==> src/rtl/gpgpu_sb_pkg.sv <==
// Shared types and helpers for the per-warp scoreboard.
//   tag_t       : unpacked register tag (valid flag + index)
//   tag_w       : packed tag width for a given register index width
//   unpack_tag  : packed tag -> tag_t; index bits above reg_aw are zeroed
//   tags_match  : both tags valid and their indices are equal
//   tag_hazard  : RAW | WAW | WAR between a younger and an older instruction
package gpgpu_sb_pkg;

    // Widest register index supported by the helpers. REG_AW must not exceed it.
    localparam int MAX_REG_AW = 15;
    localparam int MAX_TAG_W  = MAX_REG_AW + 1;

    typedef struct packed {
        logic                  valid;
        logic [MAX_REG_AW-1:0] idx;
    } tag_t;

    function automatic int tag_w(input int reg_aw);
        return reg_aw + 1;
    endfunction

    // raw holds a tag zero-extended to MAX_TAG_W; bit reg_aw is its valid flag.
    function automatic tag_t unpack_tag(input logic [MAX_TAG_W-1:0] raw, input int reg_aw);
        tag_t t;
        t = '0;
        for (int b = 0; b < MAX_REG_AW; b++) begin
            if (b < reg_aw) t.idx[b] = raw[b];
        end
        for (int b = 0; b < MAX_TAG_W; b++) begin
            if (b == reg_aw) t.valid = raw[b];
        end
        return t;
    endfunction

    function automatic logic tags_match(input tag_t a, input tag_t b);
        return a.valid && b.valid && (a.idx == b.idx);
    endfunction

    // Young instruction (src1, src2, dst_young) against an older one.
    function automatic logic tag_hazard(input tag_t src1, input tag_t src2,
                                        input tag_t dst_young, input tag_t dst_old,
                                        input tag_t src1_old, input tag_t src2_old);
        logic raw_h, waw_h, war_h;
        raw_h = tags_match(src1, dst_old) || tags_match(src2, dst_old);
        waw_h = tags_match(dst_young, dst_old);
        war_h = tags_match(dst_young, src1_old) || tags_match(dst_young, src2_old);
        return raw_h || waw_h || war_h;
    endfunction

endpackage

==> src/rtl/scoreboard_warp_param_if.sv <==
// Issue / writeback bundle between the warp's instruction buffer, the
// writeback stage and the scoreboard.
//   ib_inst_valid, ib_src1/src2/dst, ib_issued : instruction buffer view
//   sb_ready_issue, sb_full, sb_count, sb_entnum_oc : scoreboard status
//   wb_release, wb_release_entnum : writeback release ports
// master = issue/writeback side, slave = scoreboard.
interface scoreboard_warp_param_if #(
    parameter int SB_DEPTH = 4,
    parameter int IB_DEPTH = 4,
    parameter int REG_AW   = 5,
    parameter int NUM_WB   = 2
);
    localparam int TAG_W = REG_AW + 1;
    localparam int EW    = $clog2(SB_DEPTH);

    logic [IB_DEPTH-1:0]       ib_inst_valid;
    logic [IB_DEPTH*TAG_W-1:0] ib_src1;
    logic [IB_DEPTH*TAG_W-1:0] ib_src2;
    logic [IB_DEPTH*TAG_W-1:0] ib_dst;
    logic [IB_DEPTH-1:0]       ib_issued;
    logic [IB_DEPTH-1:0]       sb_ready_issue;
    logic                      sb_full;
    logic [EW:0]               sb_count;
    logic [EW-1:0]             sb_entnum_oc;
    logic [NUM_WB-1:0]         wb_release;
    logic [NUM_WB*EW-1:0]      wb_release_entnum;

    modport master (
        output ib_inst_valid, ib_src1, ib_src2, ib_dst, ib_issued,
        output wb_release, wb_release_entnum,
        input  sb_ready_issue, sb_full, sb_count, sb_entnum_oc
    );

    modport slave (
        input  ib_inst_valid, ib_src1, ib_src2, ib_dst, ib_issued,
        input  wb_release, wb_release_entnum,
        output sb_ready_issue, sb_full, sb_count, sb_entnum_oc
    );
endinterface

==> src/rtl/sb_prio_alloc.sv <==
// Lowest-free-index encoder for scoreboard allocation.
//   valid : per-entry occupied flags
//   idx   : lowest index with valid=0 (0 when all entries are occupied)
//   full  : all entries occupied
module sb_prio_alloc #(
    parameter  int N  = 4,
    localparam int IW = $clog2(N)
) (
    input  logic [N-1:0]  valid,
    output logic [IW-1:0] idx,
    output logic          full
);
    always_comb begin
        // NOTE: idx gets a default before the loop so no path leaves it unassigned (no latch).
        idx = '0;
        // Scan downward so the last hit, and thus the winner, is the lowest free index.
        for (int i = N - 1; i >= 0; i--) begin
            if (!valid[i]) idx = IW'(i);
        end
    end

    assign full = &valid;
endmodule

==> src/rtl/scoreboard_warp_param.sv <==
// Parametrised per-warp scoreboard.
// Tracks up to SB_DEPTH in-flight instructions, flags RAW/WAW/WAR hazards for
// every instruction-buffer entry (against in-flight entries and older IB
// entries), allocates entry numbers to the operand collector and accepts
// NUM_WB writeback release ports.
//   clk, rst        : clock, synchronous active-high reset
//   sb (slave)      : issue / status / release bundle
//   flush           : warp kill, clears every entry at the next edge
//   err_issue_full  : sticky, issue attempted while full
//   err_bad_release : sticky, release of an invalid entry or duplicate release
//   err_multi_issue : sticky, ib_issued had more than one bit set
module scoreboard_warp_param
    import gpgpu_sb_pkg::*;
#(
    parameter int SB_DEPTH       = 4,
    parameter int IB_DEPTH       = 4,
    parameter int REG_AW         = 5,
    parameter int NUM_WB         = 2,
    parameter bit RELEASE_BYPASS = 1'b0
) (
    input  logic                           clk,
    input  logic                           rst,
    scoreboard_warp_param_if.slave         sb,
    input  logic                           flush,
    output logic                           err_issue_full,
    output logic                           err_bad_release,
    output logic                           err_multi_issue
);
    localparam int TAG_W = REG_AW + 1;
    localparam int EW    = $clog2(SB_DEPTH);
    localparam int CW    = EW + 1;

    // Registered state
    logic [SB_DEPTH-1:0] sb_valid;
    logic [TAG_W-1:0]    sb_src1 [SB_DEPTH];
    logic [TAG_W-1:0]    sb_src2 [SB_DEPTH];
    logic [TAG_W-1:0]    sb_dst  [SB_DEPTH];
    logic [CW-1:0]       count;

    // Allocation from the pre-edge state only, so a same-cycle release never
    // becomes the issue target.
    logic [EW-1:0] alloc_idx;
    logic          alloc_full;

    sb_prio_alloc #(.N(SB_DEPTH)) u_alloc (
        .valid (sb_valid),
        .idx   (alloc_idx),
        .full  (alloc_full)
    );

    // Issue decode
    logic                issue_any;
    logic                issue_onehot;
    logic                issue_ok;
    logic [TAG_W-1:0]    sel_src1, sel_src2, sel_dst;
    logic [SB_DEPTH-1:0] issue_set;

    always_comb begin
        issue_any    = |sb.ib_issued;
        issue_onehot = issue_any && ((sb.ib_issued & (sb.ib_issued - IB_DEPTH'(1))) == '0);
        issue_ok     = issue_onehot && !alloc_full && !flush;
        sel_src1     = '0;
        sel_src2     = '0;
        sel_dst      = '0;
        for (int k = 0; k < IB_DEPTH; k++) begin
            if (sb.ib_issued[k]) begin
                sel_src1 = sb.ib_src1[k*TAG_W +: TAG_W];
                sel_src2 = sb.ib_src2[k*TAG_W +: TAG_W];
                sel_dst  = sb.ib_dst[k*TAG_W +: TAG_W];
            end
        end
        issue_set = issue_ok ? (SB_DEPTH'(1) << alloc_idx) : '0;
    end

    // Release decode: rel_mask holds each distinct valid entry released this
    // cycle; invalid targets and repeats only raise the error.
    logic [SB_DEPTH-1:0] rel_mask;
    logic                rel_err;
    logic [EW-1:0]       rel_ent;
    logic [CW-1:0]       rel_cnt;
    logic [CW-1:0]       count_nxt;

    always_comb begin
        rel_mask = '0;
        rel_err  = 1'b0;
        rel_ent  = '0;
        for (int p = 0; p < NUM_WB; p++) begin
            if (sb.wb_release[p]) begin
                rel_ent = sb.wb_release_entnum[p*EW +: EW];
                if (!sb_valid[rel_ent] || rel_mask[rel_ent]) begin
                    rel_err = 1'b1;
                end else begin
                    rel_mask[rel_ent] = 1'b1;
                end
            end
        end
        rel_cnt = '0;
        for (int i = 0; i < SB_DEPTH; i++) begin
            rel_cnt = rel_cnt + CW'(rel_mask[i]);
        end
        count_nxt = count + CW'(issue_ok) - rel_cnt;
    end

    // Hazard check
    tag_t ib_s1 [IB_DEPTH];
    tag_t ib_s2 [IB_DEPTH];
    tag_t ib_d  [IB_DEPTH];
    tag_t sb_s1 [SB_DEPTH];
    tag_t sb_s2 [SB_DEPTH];
    tag_t sb_d  [SB_DEPTH];

    always_comb begin
        for (int k = 0; k < IB_DEPTH; k++) begin
            ib_s1[k] = unpack_tag(MAX_TAG_W'(sb.ib_src1[k*TAG_W +: TAG_W]), REG_AW);
            ib_s2[k] = unpack_tag(MAX_TAG_W'(sb.ib_src2[k*TAG_W +: TAG_W]), REG_AW);
            ib_d[k]  = unpack_tag(MAX_TAG_W'(sb.ib_dst[k*TAG_W +: TAG_W]), REG_AW);
        end
        for (int i = 0; i < SB_DEPTH; i++) begin
            sb_s1[i] = unpack_tag(MAX_TAG_W'(sb_src1[i]), REG_AW);
            sb_s2[i] = unpack_tag(MAX_TAG_W'(sb_src2[i]), REG_AW);
            sb_d[i]  = unpack_tag(MAX_TAG_W'(sb_dst[i]), REG_AW);
        end
    end

    logic [IB_DEPTH-1:0] ready;

    always_comb begin
        ready = '1;
        for (int j = 0; j < IB_DEPTH; j++) begin
            if (sb.ib_inst_valid[j]) begin
                for (int i = 0; i < SB_DEPTH; i++) begin
                    // With bypass, an entry retiring this cycle no longer blocks.
                    if (sb_valid[i] && !(RELEASE_BYPASS && rel_mask[i]) &&
                        tag_hazard(ib_s1[j], ib_s2[j], ib_d[j], sb_d[i], sb_s1[i], sb_s2[i])) begin
                        ready[j] = 1'b0;
                    end
                end
                // Older IB entries (lower index) act like in-flight instructions.
                for (int i = 0; i < IB_DEPTH; i++) begin
                    if (i < j && sb.ib_inst_valid[i] &&
                        tag_hazard(ib_s1[j], ib_s2[j], ib_d[j], ib_d[i], ib_s1[i], ib_s2[i])) begin
                        ready[j] = 1'b0;
                    end
                end
            end
        end
    end

    // Control state and sticky error flags
    always_ff @(posedge clk) begin
        // NOTE: registered state is updated only with non-blocking assignments.
        if (rst) begin
            sb_valid        <= '0;
            count           <= '0;
            err_issue_full  <= 1'b0;
            err_bad_release <= 1'b0;
            err_multi_issue <= 1'b0;
        end else begin
            if (issue_onehot && alloc_full) err_issue_full  <= 1'b1;
            if (issue_any && !issue_onehot) err_multi_issue <= 1'b1;
            if (rel_err)                    err_bad_release <= 1'b1;
            if (flush) begin
                sb_valid <= '0;
                count    <= '0;
            end else begin
                sb_valid <= (sb_valid & ~rel_mask) | issue_set;
                count    <= count_nxt;
            end
        end
    end

    // NOTE: tag storage is left unreset; every read is qualified by sb_valid.
    always_ff @(posedge clk) begin
        if (issue_ok) begin
            sb_src1[alloc_idx] <= sel_src1;
            sb_src2[alloc_idx] <= sel_src2;
            sb_dst[alloc_idx]  <= sel_dst;
        end
    end

    assign sb.sb_ready_issue = ready;
    assign sb.sb_full        = alloc_full;
    assign sb.sb_count       = count;
    assign sb.sb_entnum_oc   = alloc_idx;
endmodule
==> src/flat_wrapper.sv <==
// flat-port wrapper written by rule: the top's interface ports become plain ports
module scoreboard_warp_param_flat import gpgpu_sb_pkg::*;
#(
    parameter int SB_DEPTH       = 4,
    parameter int IB_DEPTH       = 4,
    parameter int REG_AW         = 5,
    parameter int NUM_WB         = 2,
    parameter bit RELEASE_BYPASS = 1'b0
)
  (clk, rst, flush, err_issue_full, err_bad_release, err_multi_issue, sb_ib_inst_valid, sb_ib_src1, sb_ib_src2, sb_ib_dst, sb_ib_issued, sb_wb_release, sb_wb_release_entnum, sb_sb_ready_issue, sb_sb_full, sb_sb_count, sb_sb_entnum_oc);
  scoreboard_warp_param_if #(.SB_DEPTH(SB_DEPTH), .IB_DEPTH(IB_DEPTH), .REG_AW(REG_AW), .NUM_WB(NUM_WB)) sb_i ();
  input  logic clk;
  input  logic rst;
  input  logic flush;
  output logic err_issue_full;
  output logic err_bad_release;
  output logic err_multi_issue;
  input wire logic [$bits(sb_i.ib_inst_valid)-1:0] sb_ib_inst_valid;
  input wire logic [$bits(sb_i.ib_src1)-1:0] sb_ib_src1;
  input wire logic [$bits(sb_i.ib_src2)-1:0] sb_ib_src2;
  input wire logic [$bits(sb_i.ib_dst)-1:0] sb_ib_dst;
  input wire logic [$bits(sb_i.ib_issued)-1:0] sb_ib_issued;
  input wire logic [$bits(sb_i.wb_release)-1:0] sb_wb_release;
  input wire logic [$bits(sb_i.wb_release_entnum)-1:0] sb_wb_release_entnum;
  output wire logic [$bits(sb_i.sb_ready_issue)-1:0] sb_sb_ready_issue;
  output wire logic [$bits(sb_i.sb_full)-1:0] sb_sb_full;
  output wire logic [$bits(sb_i.sb_count)-1:0] sb_sb_count;
  output wire logic [$bits(sb_i.sb_entnum_oc)-1:0] sb_sb_entnum_oc;
  assign sb_i.ib_inst_valid = sb_ib_inst_valid;
  assign sb_i.ib_src1 = sb_ib_src1;
  assign sb_i.ib_src2 = sb_ib_src2;
  assign sb_i.ib_dst = sb_ib_dst;
  assign sb_i.ib_issued = sb_ib_issued;
  assign sb_i.wb_release = sb_wb_release;
  assign sb_i.wb_release_entnum = sb_wb_release_entnum;
  assign sb_sb_ready_issue = sb_i.sb_ready_issue;
  assign sb_sb_full = sb_i.sb_full;
  assign sb_sb_count = sb_i.sb_count;
  assign sb_sb_entnum_oc = sb_i.sb_entnum_oc;
  scoreboard_warp_param #(.SB_DEPTH(SB_DEPTH), .IB_DEPTH(IB_DEPTH), .REG_AW(REG_AW), .NUM_WB(NUM_WB), .RELEASE_BYPASS(RELEASE_BYPASS)) u_core (.clk(clk), .rst(rst), .sb(sb_i), .flush(flush), .err_issue_full(err_issue_full), .err_bad_release(err_bad_release), .err_multi_issue(err_multi_issue));
endmodule
==> config.mk <==
export PLATFORM = sky130hd
export DESIGN_NAME = scoreboard_warp_param_flat
export DESIGN_NICKNAME = d
export VERILOG_FILES = /design/src/rtl/gpgpu_sb_pkg.sv /design/src/rtl/scoreboard_warp_param_if.sv /design/src/rtl/sb_prio_alloc.sv /design/src/rtl/scoreboard_warp_param.sv /design/src/flat_wrapper.sv
export SDC_FILE = /design/constraint.sdc
export NUM_CORES = 1
export LEC_CHECK = 0
export CORE_AREA = 2 2 178 180
export CTS_CLUSTER_SIZE = 20
export DETAILED_ROUTE_END_ITERATION = 8
export DIE_AREA = 0 0 180 182
export GPL_ROUTABILITY_DRIVEN = 0
export GPL_TIMING_DRIVEN = 0
export HOLD_SLACK_MARGIN = 0.1
export SLEW_MARGIN = 30
export SYNTH_ARGS = -nofsm -noshare
export SYNTH_HDL_FRONTEND = slang
export SYNTH_SLANG_ARGS = --single-unit
export TNS_END_PERCENT = 50
==> constraint.sdc <==
create_clock -name clk -period 3.95 [get_ports clk]
set_input_delay 0.79 -clock clk [delete_from_list [all_inputs] [get_ports clk]]
set_output_delay 0.79 -clock clk [all_outputs]
set_load 0.1 [all_outputs]
Word level (Yosys, flattened, before mapping)

Memory sizes are Yosys's and may differ from the RTL's.
Index checks and enable logic that the tools add are counted.

RAM bits: 72
Register bits after elaboration: 10
Word-level logic and storage cells: 547
Output and inout bits: 13
Memories: 3

Memory list:

| memory         | depth | bits a word | read ports | clocked after Yosys merged registers in | write ports | line                        | text |
|---|---|---|---|---|---|---|---|
| u_core.sb_dst  | 4     | 6           | 4          | 0                                       | 1           | scoreboard_warp_param.sv:37 | `logic [TAG_W-1:0] sb_dst [SB_DEPTH];` |
| u_core.sb_src1 | 4     | 6           | 4          | 0                                       | 1           | scoreboard_warp_param.sv:35 | `logic [TAG_W-1:0] sb_src1 [SB_DEPTH];` |
| u_core.sb_src2 | 4     | 6           | 4          | 0                                       | 1           | scoreboard_warp_param.sv:36 | `logic [TAG_W-1:0] sb_src2 [SB_DEPTH];` |

Reductions and logical operators: 348
Eq/ne operators: 110
Magnitude comparators: 4
Shift-type cells: 1
Add/sub/neg operators: 6
Bitwise operators: 5
Multiplexer cells: 65

Operators by type and width:

| kind                                                                   | number |
|---|---|
| 5-bit == test                                                          | 110 |
| 1-bit logical AND                                                      | 249 |
| 1-bit logical OR                                                       | 90 |
| 6-bit 2-to-1 mux                                                       | 12 |
| 1-bit 2-to-1 mux                                                       | 38 |
| 4-bit 2-to-1 mux                                                       | 5 |
| 3-bit by 1-bit adder with 3-bit output                                 | 3 |
| 4-bit AND                                                              | 2 |
| 1-bit binary-select mux with 2-bit select                              | 4 |
| 2-bit 2-to-1 mux                                                       | 4 |
| 4-bit OR                                                               | 2 |
| 2-bit by 3-bit < comparator with 1-bit output (second input constant)  | 2 |
| 1-bit logical NOT                                                      | 5 |
| 1-bit demux with 2-bit select                                          | 2 |
| 2-bit by 1-bit >= comparator with 1-bit output (second input constant) | 2 |
| 4-bit logical NOT                                                      | 1 |
| 4-bit NOT                                                              | 1 |
| 4-bit AND reduction                                                    | 1 |
| 4-bit OR reduction                                                     | 1 |
| 1-bit by 2-bit left shift with 4-bit output (first input constant)     | 1 |
| 4-bit by 1-bit subtractor with 4-bit output (second input constant)    | 1 |
| 3-bit subtractor                                                       | 1 |
| 1-bit by 1-bit adder with 2-bit output                                 | 1 |
| 2-bit OR reduction                                                     | 1 |

Logic depth before layout (Yosys ltp)

Gate-level depths: netlist of the first run.

Depth after elaboration: 15
Gate-level depth with buffers: 15
Gate-level depth less buffers: 14

Modules after synthesis

From an unflattened synthesis of the first run, not the netlist that was laid out.

Cell total of the unflattened synthesis: 1275
Area total of the unflattened synthesis: 10706.5 um2

Modules (own cells, without submodules):

| module                | times used | seq. area each (um2) | cells each | area each (um2) |
|---|---|---|---|---|
| scoreboard_warp_param | 1          | 2362.3               | 1269       | 10676.5 |
| sb_prio_alloc         | 1          | 0.0                  | 6          | 30.0 |

Worst setup path before layout of the first run

OpenSTA, ideal clock, no wires.

Path kind: input-to-output
From: input port sb_ib_dst[19]
To: output port sb_sb_ready_issue[3]
Arrival time: 4.004 ns
Data required time: 3.160 ns
Cell stages on the path: 9
Buffers on the path: 2
Setup slack: -0.844 ns
Path through: clkbuf_1 buf_2 inv_1 o211ai_1 nor4_1 a21o_1 o21ai_0 nand4_1 o21ai_0

Word-level cells in the longest chain between the ends: 13
Elaborated cells on any way between the ends: 78
Classes of those cells: eq/ne: 21; mux: 8; reduce/logical: 49

Ends and longest elaborated chain:

| what                                | line                                   | text |
|---|---|---|
| start, declared                     | flat_wrapper.sv:21                     | `input wire logic [$bits(sb_i.ib_dst)-1:0] sb_ib_dst;` |
| 5-bit == test                       | gpgpu_sb_pkg.sv:36                     | `return a.valid && b.valid && (a.idx == b.idx);` |
| 1-bit logical AND                   | gpgpu_sb_pkg.sv:36                     |  |
| 1-bit logical OR (on tied branches) | gpgpu_sb_pkg.sv:47, gpgpu_sb_pkg.sv:46 |  |
| 1-bit logical OR                    | gpgpu_sb_pkg.sv:47                     | `return raw_h \|\| waw_h \|\| war_h;` |
| 1-bit logical AND                   | scoreboard_warp_param.sv:133           | `if (sb_valid[i] && !(RELEASE_BYPASS && rel_mask[i]) &&` |
| 1-bit 2-to-1 mux (4 in a row)       | scoreboard_warp_param.sv:133           |  |
| 1-bit 2-to-1 mux (2 in a row)       | scoreboard_warp_param.sv:140           | `if (i < j && sb.ib_inst_valid[i] &&` |
| 1-bit 2-to-1 mux *                  | scoreboard_warp_param.sv:140           |  |
| 1-bit 2-to-1 mux *                  | scoreboard_warp_param.sv:130           | `if (sb.ib_inst_valid[j]) begin` |
| end, declared                       | flat_wrapper.sv:25                     | `output wire logic [$bits(sb_i.sb_ready_issue)-1:0] sb_sb_ready_issue;` |

Mark *: on every way between the ends. The rest lies on a longest branch, timed or not.

Final worst setup path of the first run

From: input port sb_ib_dst[10]
To: output port sb_sb_ready_issue[2]

Word-level cells in the longest chain between the ends: 8
Elaborated cells on any way between the ends: 12
Classes of those cells: eq/ne: 3; mux: 2; reduce/logical: 7

Ends and longest elaborated chain:

| what                            | line                         | text |
|---|---|---|
| 5-bit == test                   | gpgpu_sb_pkg.sv:36           |  |
| 1-bit logical AND               | gpgpu_sb_pkg.sv:36           |  |
| 1-bit logical OR                | gpgpu_sb_pkg.sv:44           | `raw_h = tags_match(src1, dst_old) \|\| tags_match(src2, dst_old);` |
| 1-bit logical OR * (2 in a row) | gpgpu_sb_pkg.sv:47           |  |
| 1-bit logical AND *             | scoreboard_warp_param.sv:140 |  |
| 1-bit 2-to-1 mux *              | scoreboard_warp_param.sv:140 |  |
| 1-bit 2-to-1 mux *              | scoreboard_warp_param.sv:130 |  |

Marks and branches as above.

==> results of run 1 <==
[routing by layer]
layer | share of wire (%) | global-route usage (%) | vias to the layer above
li1 | - | - | 4447
met2 | 41 | 43.7 | 996
met5 | 0 | 0 | -
met3 | 15 | 11.9 | 292
met1 | 36 | 36.1 | 5058
met4 | 8.5 | 19.4 | 0
[worst paths after layout]
path / cells past startpoint / slack (ps) / end
max reg2reg: 13 / 120 / u_core.sb.sb_count[2]
min reg2reg: 2 / 500 / u_core.err_issue_full
min: 2 / 500 / u_core.err_issue_full
max: 10 / -160 / sb_sb_ready_issue[2]
[cells in the mapped netlist (10+ instances only)]
master	count	area (sq um)
a21oi_1	26	130
a22oi_1	18	135
buf_1	11	41.3
buf_2	64	320
clkbuf_1	83	312
dfxtp_1	10	200
edfxtp_1	72	2160
inv_1	11	41.3
nand2_1	29	109
nand3_1	49	245
nand4_1	108	676
nor2_1	30	113
nor4_1	90	563
o21ai_0	66	330
xnor2_1	191	1670
xor2_1	361	3160
[registers in the layout, indices dropped and copies added, names as in the netlist]
name / flops
u_core.err_issue_full: 1
u_core.err_multi_issue: 1
u_core.sb_src2: 24
u_core.sb_src1: 24
u_core.err_bad_release: 1
u_core.sb.sb_count: 3
u_core.sb_dst: 24
u_core.sb_valid: 4
[power by group]
group	switching (mW)	internal [mW]	total, mW
Sequential	0.0147	0.965	0.980
Combinational	0.639	0.314	0.953
Clock	0.376	0.552	0.928
Total	1.03	1.83	2.86
[critical path, stage by stage]
cell      delay, ps
clkbuf_1        270
clkbuf_4        410
xor2_1          180
nor4_1           80
nand4_1         170
o21ai_0         200
o21ai_0         450
nand4_1         190
o21ai_2         240
buf_4           330
[cell type report]
class | count | area [sq um]
clock buffers | 9 | 225
repair buffers | 35 | 343
inverters | 11 | 41.3
multi-input cells | 1016 | 7660
plain buffers | 160 | 776
fillers | 3141 | 19000
clock inverters | 6 | 92.6
well taps | 402 | 503
flip-flops and latches | 82 | 2360
[kinds of logic (layout without fill, tap and decap cells)]
kind of cell / Yosys count / in the layout / share of synthesized area [%]
fa+ha+maj: 9 / 9 / 1.24
buf+inv: 171 / 221 / 6.90
compound gates: 123 / 123 / 6.56
simple gates: 330 / 330 / 17.6
xor+xnor: 552 / 552 / 45.3
mux: 2 / 2 / 0.305
flops: 82 / 82 / 22.1
[through the flow]
step / setup TNS, ps / std cells / worst slack, ps / cell area, sq um / hold slack (ps)
2_1_floorplan: -70.7 / 1269 / -66.7 / 10700 / 615
3_3_place_gp: -33880 / 1702 / -1080 / 11500 / 466
3_5_place_dp: -5120 / 1705 / -934 / 11600 / 478
4_1_cts: -18.2 / 1720 / -18.2 / 12000 / 498
5_1_grt: -215 / 1721 / -74.8 / 12000 / 527
6_report: -327 / 1721 / -156 / 12000 / 497
[repair_timing]
| item | in CTS | in global routing |
|---|---|---|
| cloned | 0 | 0 |
| pin swaps | 3 | 3 |
| setup endpoints to repair | 7 | 5 |
| setup buffers | 0 | 1 |
| gates resized for setup | 47 | 34 |
| hold buffers | 0 | 0 |
==> results.cfg, run 1 <==
[floorplan]
die_x_um = 180
initial_utilization_pct = 34.5
die_y_um = 182
num_rows = 65
core_area_sq_um = 31000
io_pins = 102
die_area_sq_um = 32800

[power_and_ir_drop]
power_leakage_nw = 4.20
power.total_mw = 2.86
cellPowerDensity_nw_per_um2 = 238
vdd_drop_max_mv = 0.220

[final_layout]
syn_to_final_growth_pct = 12.4
antennaDiodeCount = 0
layout-drive-gt1-share_pct = 9.40
utilization_pct = 38.7
final_common_cell = xor2_1
most-common-layout-cells = xor2_1 (361), xnor2_1 (190), nand4_1 (108)
fin_nets = 1412

[run]
max-cap-violations = 0

[grt]
grt_pass1_wl_um = 70900
grt_start_max_net_pins = 20
grt_pass1_vias = 10200
grt_usage_pct = 29.8
grt_antenna_before_repair = 0
grt-ovfl-total = 0

[clock_network]
clk_pin_slew_ps = 60
cts_tree = yes
htree_levels = 3
clock-sinks = 82
clk-insertion-delay-late_ps = 370
clock_path_buffers = 2
cts_inserted_buffers = 9
root_buffer = clkbuf_16

[synthesis]
syn_nets = 1366
ys.flop_type = edfxtp_1
syn_area_sq_um = 10700
yosysWarnings = 0
ys_seq_area_share_pct = 22.1
ys_ff_latch = 82
synth.distinct_cells = 44
async_reset_ff_share_pct = 0
syn_inst = 1269
synth-edff-count = 72
syn_avg_cell_area_sq_um = 8.42

[sta]
hold_viol = 0
fin_crit_ps = 4110
slew_violations = 0
relSlewSlack_pct = 26.5
fmax_mhz = 244
fin_worst_skew_ps = 7.82
post-route-period-util_pct = 104
setup_ws_ps = -156
setup_viol = 3
rsz0062_at_grt = true
worst_pin_slew_ps = 1090

[setup_path]
critPathArrivalTime_ps = 3320
crit-reg2reg-launch = u_core.sb_valid[3]
worst-setup-path-type = in -> out
cp-end-kind = output pin
crit_start = sb_ib_dst[10]
startpoint_type = input port
crit_fanout = 10
required_ps = 3160

[detailed_routing]
firstDrtPassIters = 9
num_vias = 10800
drt_iter0_drc = 1910
drc = 0
ant_nets = 0
wire_per_inst_um = 29.2
routed_wl_um = 50200
vias_per_cell = 6.27

[run_status]
violations = negative setup slack
outcome = complete, but fails checks

[hold_path]
hold_path_class = reg -> reg
min_from = u_core.err_issue_full

[placement]
dp.final_hpwl_um = 35400
placement.io_buffers = 31
Note: power is estimated with default switching activity, not from simulation.
==> run 2, diff against run 1 <==
--- a/config.mk
+++ b/config.mk
@@ -12,6 +12,8 @@
 export GPL_ROUTABILITY_DRIVEN = 0
 export GPL_TIMING_DRIVEN = 0
 export HOLD_SLACK_MARGIN = 0.1
+export MAX_ROUTING_LAYER = met4
+export RECOVER_POWER = 50
 export SLEW_MARGIN = 30
 export SYNTH_ARGS = -nofsm -noshare
 export SYNTH_HDL_FRONTEND = slang
==> run 2 against run 1 <==
The flow still finishes with violations (negative setup slack). Sequential power about the same. Core utilization decreased by 0.17 points. Final cell count is essentially flat. Count of clock-buffer cells in the layout is the same. Worst setup slack improved by 6.2 ps. Hold slack got worse by 4.7 ps. Maximum frequency rose by 0.15%. Largest power group unchanged. Die area is the same. Via count grew 0.36%. Clock power hardly changed. Register-to-register slack barely moved.
==> results.cfg, run 2 (same netlist as run 1, synthesis figures left out) <==
[run_status]
outcome = complete, but fails checks
violations = negative setup slack

[floorplan]
die_y_um = 182
die_area_sq_um = 32800
die_x_um = 180
io_pins = 102
num_rows = 65
core_area_sq_um = 31000
initial_utilization_pct = 34.5

[sta]
worst_pin_slew_ps = 1230
fin_worst_skew_ps = 8.44
setup_viol = 3
post-route-period-util_pct = 104
fin_crit_ps = 4100
hold_viol = 0
rsz0062_at_grt = true
fmax_mhz = 244
relSlewSlack_pct = 18.0
slew_violations = 0
setup_ws_ps = -149

[final_layout]
fin_nets = 1412
fillerInstances = 3148
largestRegisters = u_core.sb_dst x24, u_core.sb_src1 x24, u_core.sb_src2 x24
seq_area_sq_um = 2360
multi_input_area_sq_um = 7630
final_common_cell = xor2_1
most-common-layout-cells = xor2_1 (361), xnor2_1 (190), nand4_1 (108)
fin_cells = 1722
syn_to_final_growth_pct = 11.9
layout-drive-gt1-share_pct = 8.95

[detailed_routing]
met3_length_um = 7100
drc = 0
num_vias = 10800
highest_layer = met4
firstDrtPassIters = 6
ant_nets = 0
wire_per_inst_um = 29.3
routed_wl_um = 50400
wl_met1_um = 18500
drt_iter0_drc = 1817
vias_per_cell = 6.29
met2WireLength_um = 20300

[setup_path]
worst-setup-path-type = in -> out
cp_slowest_stage_delay_ps = 450
r2r_setup_slack_ps = 130
critPathArrivalTime_ps = 3310
reg2reg_to = u_core.sb.sb_count[2]
path_cells = clkbuf_1 -> clkbuf_4 -> xor2_1 -> nor4_1 -> nand4_1 -> o21ai_0 -> o21ai_0 -> nand4_1 -> o21ai_2 -> buf_4
critical_path.slowest_cell = o21ai_0
cp-end-kind = output pin
crit-reg2reg-launch = u_core.sb_valid[3]
crit_fanout = 10
startpoint_type = input port
worst-r2r-cell-count = 13
required_ps = 3160

[grt]
grt_antenna_before_repair = 0
grt_pass1_vias = 10200
grt-ovfl-total = 0
grt_start_max_net_pins = 20
grt_pass1_wl_um = 70800
grt_usage_pct = 30.6

[run]
max-cap-violations = 0

[power_and_ir_drop]
power.total_mw = 2.86
power_leakage_nw = 4.20
vdd_drop_max_mv = 0.217
cellPowerDensity_nw_per_um2 = 239

[clock_network]
clock-sinks = 82
clk_pin_slew_ps = 60
clk-insertion-delay-late_ps = 370
root_buffer = clkbuf_16
htree_levels = 3
cts_inserted_buffers = 9
clock_path_buffers = 2
cts_tree = yes

[hold_path]
min_from = u_core.err_issue_full
hold_path_class = reg -> reg
holdPathStages = 2
hold_end = u_core.err_issue_full

[placement]
dp_cells = 1705
placement.io_buffers = 31
dp.final_hpwl_um = 35400
place_ws_ps = -934
[run 2: cell count changes in the layout (fill, tap and decap cells not counted), sizes merged]
cell           change
buf                -2
clkbuf             +2
clkdlybuf4s50      -9
diode              +1
dlygate4sd3        +9
[run 2: area by class of cell]
cell class / instances / area share, %
clock buffer: 9 / 1.88
buffer: 160 / 6.52
multi-input combinational: 1016 / 63.8
sequential: 82 / 19.8
inverter: 11 / 0.345
timing repair buffer: 35 / 2.64
clock inverter: 6 / 0.775
tap: 402 / 4.21
antenna: 1 / 0.0209
[run 2: worst max-delay path: cells and delay by family]
kind                      cells  cell delay [ps]
buffers and inverters         3             1010
AOI/OAI and AO/OA             3              880
xor gates and xnor gates      1              190
and+or+nand+nor               3              430
[run 2: how the worst max path moves through the flow]
stage | depth (start not counted) | from | slack, ps | to
floorplan | 15 | sb_wb_release_entnum[0] | -70 | u_core.sb.sb_count[2]
global placement | 6 | sb_ib_issued[3] | -1080 | u_core.sb_dst[1][1]
detailed placement | 14 | sb_wb_release_entnum[1] | -930 | u_core.sb.sb_count[2]
CTS | 14 | sb_wb_release_entnum[1] | -20 | u_core.sb.sb_count[2]
global route | 10 | sb_ib_dst[4] | -70 | sb_sb_ready_issue[0]
finish | 10 | sb_ib_dst[10] | -150 | sb_sb_ready_issue[2]
[run 2: what timing repair did]
item	in CTS	in global routing
buffers inserted	0	1
hold buffers	0	0
pin swaps	3	3
resized for setup	47	36
setup endpoints to repair	7	5
[run 2: report_power, final]
part           switching [mW]  internal, mW  total (mW)
Sequential             0.0147         0.965       0.980
Combinational           0.639         0.312       0.951
Clock                   0.374         0.552       0.926
[run 2: through the flow]
step | hold WS (ps) | TNS (ps) | area, sq um | util (%)
6_report | 492 | -347 | 12000 | 38.6
5_1_grt | 522 | -157 | 11900 | 38.6
4_1_cts | 498 | -18.2 | 12000 | 38.6
3_5_place_dp | 478 | -5120 | 11600 | 37.4
3_3_place_gp | 466 | -33880 | 11500 | 37.2
2_1_floorplan | 615 | -70.7 | 10700 | -
[run 2: per-layer routing]
metal  vias to the layer above  global-route usage, %
met3                       346                   10.9
met5                         -                      -
li1                       4443                      -
met2                       942                   43.5
met1                      5101                   36.1
met4                         0                   20.8
